## config.mk

```make
export PLATFORM = sky130hd
export DESIGN_NAME = approx_mult_ctrl
export DESIGN_NICKNAME = d
export VERILOG_FILES = /design/src/rtl/approx_mult_ctrl.sv
export SDC_FILE = /design/constraint.sdc
export NUM_CORES = 1
export LEC_CHECK = 0
export CORE_AREA = 10 10 47 49
export CTS_CLUSTER_DIAMETER = 60
export DETAILED_ROUTE_END_ITERATION = 8
export DIE_AREA = 0 0 57 59
export PLACE_DENSITY = 0.63
export SLEW_MARGIN = 40
export SYNTH_ARGS = -nofsm -noshare
export SYNTH_HDL_FRONTEND = slang
export SYNTH_SLANG_ARGS = --single-unit
```

## constraint.sdc

```tcl
create_clock -name clk -period 1.49 [get_ports clk]
set_input_delay 0.447 -clock clk [delete_from_list [all_inputs] [get_ports clk]]
set_output_delay 0.447 -clock clk [all_outputs]
set_load 0.02 [all_outputs]
```

## src/rtl/approx_mult_ctrl.sv

```systemverilog
// Sequencing FSM for the approximate-multiplier datapath: walks 8 operand pairs
// through load, normalise, multiply, denormalise and write. Optional NORM watchdog: APPROX_MULT_CTRL_NORM_WDT_EN.
module approx_mult_ctrl #(
    parameter int WDT_CYCLES = 8
) (
    input  logic clk,
    input  logic rst,
    input  logic start,
    input  logic co_cntr_ld,
    input  logic end_shift1,
    input  logic end_shift2,
    input  logic co_cnt_sh,
    output logic cntr_ld_init,
    output logic cntr_ld_en,
    output logic cntr_sh1_init,
    output logic cntr_sh2_init,
    output logic en_sh_16bit,
    output logic sh_result_ld,
    output logic sh_result_shift,
    output logic cntr_sh_ld,
    output logic cntr_sh_en,
    output logic wr_out_ram,
    output logic busy,
    output logic done,
    output logic err
);

    typedef enum logic [3:0] {
        IDLE, INIT, LOAD_A, LOAD_B, NORM, MUL, DENORM, WRITE, FIN
    } state_t;

    if (WDT_CYCLES < 1 || WDT_CYCLES > 15) begin : g_bad_wdt
        $error("WDT_CYCLES must be in 1..15");
    end

    state_t state;
    logic   last;
    logic   norm_clear;

    assign norm_clear = !end_shift1 && !end_shift2;

`ifdef APPROX_MULT_CTRL_NORM_WDT_EN
    localparam logic [3:0] WDT_LAST = 4'(WDT_CYCLES - 1);
    logic [3:0] wdt_cnt;
    logic       err_q;
    logic       wdt_fire;

    // wdt_cnt holds the number of NORM cycles already spent, so the limit
    // trips on the WDT_CYCLES-th cycle of NORM.
    assign wdt_fire = (wdt_cnt == WDT_LAST) && !norm_clear;
    assign err      = err_q;
`else
    logic wdt_fire;
    assign wdt_fire = 1'b0;
    assign err      = 1'b0;
`endif

    always_ff @(posedge clk or posedge rst) begin
        if (rst) begin
            state   <= IDLE;
            last    <= 1'b0;
`ifdef APPROX_MULT_CTRL_NORM_WDT_EN
            wdt_cnt <= 4'd0;
            err_q   <= 1'b0;
`endif
        end else begin
            case (state)
                IDLE:   if (start) state <= INIT;
                INIT: begin
                    last  <= 1'b0;
                    state <= LOAD_A;
                end
                LOAD_A: state <= LOAD_B;
                LOAD_B: begin
                    last    <= co_cntr_ld;
`ifdef APPROX_MULT_CTRL_NORM_WDT_EN
                    wdt_cnt <= 4'd0;
`endif
                    state   <= NORM;
                end
                NORM: begin
`ifdef APPROX_MULT_CTRL_NORM_WDT_EN
                    wdt_cnt <= wdt_cnt + 4'd1;
                    if (wdt_fire) err_q <= 1'b1;
`endif
                    if (norm_clear || wdt_fire) state <= MUL;
                end
                MUL:    state <= DENORM;
                DENORM: if (co_cnt_sh) state <= WRITE;
                WRITE:  state <= last ? FIN : LOAD_A;
                FIN:    state <= IDLE;
                default: state <= IDLE;
            endcase
        end
    end

    // Strobes decode the registered state; DENORM also gates on the carry so
    // the exit cycle neither shifts nor counts.
    assign cntr_ld_init    = (state == INIT);
    assign cntr_ld_en      = (state == LOAD_A) || (state == LOAD_B);
    assign cntr_sh1_init   = (state == LOAD_A);
    assign cntr_sh2_init   = (state == LOAD_A);
    assign en_sh_16bit     = (state == LOAD_A) || (state == LOAD_B);
    assign sh_result_ld    = (state == MUL);
    assign cntr_sh_ld      = (state == MUL);
    assign sh_result_shift = (state == DENORM) && !co_cnt_sh;
    assign cntr_sh_en      = (state == DENORM) && !co_cnt_sh;
    assign wr_out_ram      = (state == WRITE);
    assign busy            = (state != IDLE);
    assign done            = (state == FIN);

endmodule

```

==> flow_metrics.env <==
export IMPL_pwr_density_cell_nw_per_um2=2310
export IMPL_cp_depth=2
export IMPL_drive_gt1_share_pct=60.3
export IMPL_synth_seq_cells=5
export IMPL_cp_top_family="simple AND/OR/NAND/NOR gates"
export IMPL_finalHoldWorstSlack_ns=0.412
export IMPL_syn_to_final_growth_pct=99.0
export IMPL_rsz0062_at_grt="true"
export IMPL_grt_max_degree=8
export IMPL_via_per_inst=4.60
export IMPL_totalPowerFinal_mw=1.77
export IMPL_die_w_um=57
export IMPL_grt_pass1_vias=431
export IMPL_max_cap_viol_count=0
export IMPL_p_leak_nw=0.347
export IMPL_cts_sinks=5
export IMPL_clockBufferDepth=2
export IMPL_dp_hpwl_um=853
export IMPL_ys_warnings_count=0
export IMPL_portBuffers=18
export IMPL_layout_commonest_cell="buf_4"
export IMPL_status="finished, violations left"
export IMPL_final_cell_mix="18 x buf_4, 12 x buf_6, 5 x clkdlybuf4s50_1"
export IMPL_diodes=0
export IMPL_worst_hold_path_type="input pin to async pin"
export IMPL_fmax_mhz=562
export IMPL_cp_startpoint="state[2]"
export IMPL_mappedNetlistArea_um2=385
export IMPL_cts_made_buffers=3
export IMPL_worst_path_buf_inv=1
export IMPL_setup_viol=12
export IMPL_first_pass_iters=3
export IMPL_drc=0
export IMPL_seqCellArea_um2=126
export IMPL_syn_area_per_cell_um2=9.18
export IMPL_r2r_start="state[2]"
export IMPL_yosysUniqueCellTypes=23
export IMPL_slew_viol_final=0
export IMPL_post_route_min_period_ns=1.78
export IMPL_ctsHoldBuffers=0
export IMPL_antenna_found_initial=0
export IMPL_hold_violations=0
export IMPL_clk_pin_slew_worst_paths_ns=0.04
export IMPL_clock_skew_ns=0.000235
export IMPL_ios=20
export IMPL_syn_inst=42
export IMPL_drt_total_wl_um=1110
export IMPL_required_ns=1.04
export IMPL_start_util_pct=27.5
export IMPL_gp_congestion=0.749
export IMPL_crit_chain="or4_4 -> buf_6"
export IMPL_cp_max_fo=4
export IMPL_worstSetupPathType="flip-flop to output port"
export IMPL_ant_nets=0
export IMPL_worst_ep_arrival_time_ns=1.33
export IMPL_track_usage_pct=6.46
export IMPL_wire_per_inst_um=12.5
export IMPL_rr_worst_depth=5
export IMPL_htreeDepth=1
export IMPL_cp_slowest_cell="or4_4"
export IMPL_end_kind="output port"
export IMPL_multi_input_area_um2=258
export IMPL_insertion_delay_ns=0.23
export IMPL_drt_iter0_markers=4
export IMPL_fin_crit_sh_pct=119
export IMPL_setup_slack_ns=-0.288
export IMPL_place_ws_ns=-0.808
export IMPL_fill_cells=135
export IMPL_slowest_delay_ns=0.52
export IMPL_core_area_um2=1400
export IMPL_nNetsFinal=81
export IMPL_r2r_end="last"
export IMPL_overflow=0
export IMPL_die_h_um=59
export IMPL_startpoint_type="flip-flop"
export IMPL_cts_tree="yes"
export IMPL_yosysSeqAreaShare_pct=32.5
export IMPL_cts_root_buf="clkbuf_4"
export IMPL_violations="setup timing"
export IMPL_syn_nets=49
export IMPL_ir_worst_vdd_v=0.00117
export IMPL_grt_pass1_wl_um=1840
export IMPL_fp_row_count=14
export IMPL_rrSetupSlack_ns=0.16
export IMPL_via_count=409
export IMPL_endpoint="busy"
export IMPL_dieArea_um2=3360
export IMPL_finalCoreUtilization_pct=54.7
-- where the power goes --
group / switching [mW] / internal, mW
combinational: 0.630 / 0.739
clock: 0.0476 / 0.101
sequential: 0.0569 / 0.198
-- worst min path at each step --
stage	endpoint	slack, ns	cells after the start
after floorplan	last	0.23	1
after detailed placement	state[3]	0.52	2
after global routing	state[1]	0.42	2
after CTS	state[0]	0.41	2
final	state[0]	0.41	2
after global placement	state[3]	0.52	2
-- sequential cells by signal, indices dropped and copies added (netlist names) --
register and count:
last 1, state 4
-- logic make-up after synthesis --
family | after synthesis | share of synthesized area [%]
DFF | 5 | 32.5
and+or+nand+nor | 19 | 34.7
AOI/OAI and AO/OA | 5 | 10.1
other | 1 | 0.973
muxes | 1 | 2.60
buffers and inverters | 11 | 19.2
-- cells in the mapped netlist (all sizes together) --
| master | count | area, µm² |
|---|---|---|
| a21bo | 1 | 10.0 |
| a21oi | 1 | 5.00 |
| a31oi | 1 | 6.26 |
| buf | 9 | 66.3 |
| conb | 1 | 3.75 |
| dfrtp | 5 | 125 |
| inv | 2 | 7.51 |
| mux2i | 1 | 10.0 |
| nand2 | 2 | 7.51 |
| nand2b | 2 | 20.0 |
| nand3b | 2 | 15.0 |
| nor2 | 3 | 11.3 |
| nor2b | 1 | 6.26 |
| nor3 | 3 | 15.0 |
| nor3b | 2 | 15.0 |
| nor4b | 3 | 32.5 |
| o21bai | 1 | 7.51 |
| o311a | 1 | 10.0 |
| or4 | 1 | 11.3 |
-- cell type report --
type                    instances  share of cell area (%)
repair buffers                 36                    42.9
clock buffers                   4                    3.43
flip-flops and latches          5                    16.5
well taps                      16                    2.61
multi-input cells              26                    33.6
inverters                       2                   0.979
-- per-layer routing --
| layer | wire (µm) | track usage [%] | up-vias |
|---|---|---|---|
| met4 | 0 | 0 | 0 |
| met1 | 454 | 6.95 | 197 |
| met5 | 0 | 0 | - |
| met2 | 570 | 11.3 | 11 |
| li1 | - | - | 201 |
| met3 | 85 | 3.86 | 0 |
-- stage by stage --
stage	TNS (ns)	area [µm²]	std cells
2_1_floorplan	-0.727	417	42
3_3_place_gp	-5.32	648	80
3_5_place_dp	-5.48	648	80
4_1_cts	-2.07	728	87
5_1_grt	-2.97	767	89
6_report	-2.26	767	89
-- timing repair --
action                     4_1_cts  5_1_grt
gates resized for setup         78        5
cloned                           0        0
pin swaps                        2        3
setup endpoints to repair       12       12
setup buffers                    3        2
Note: power is estimated with default switching activity, not from simulation.
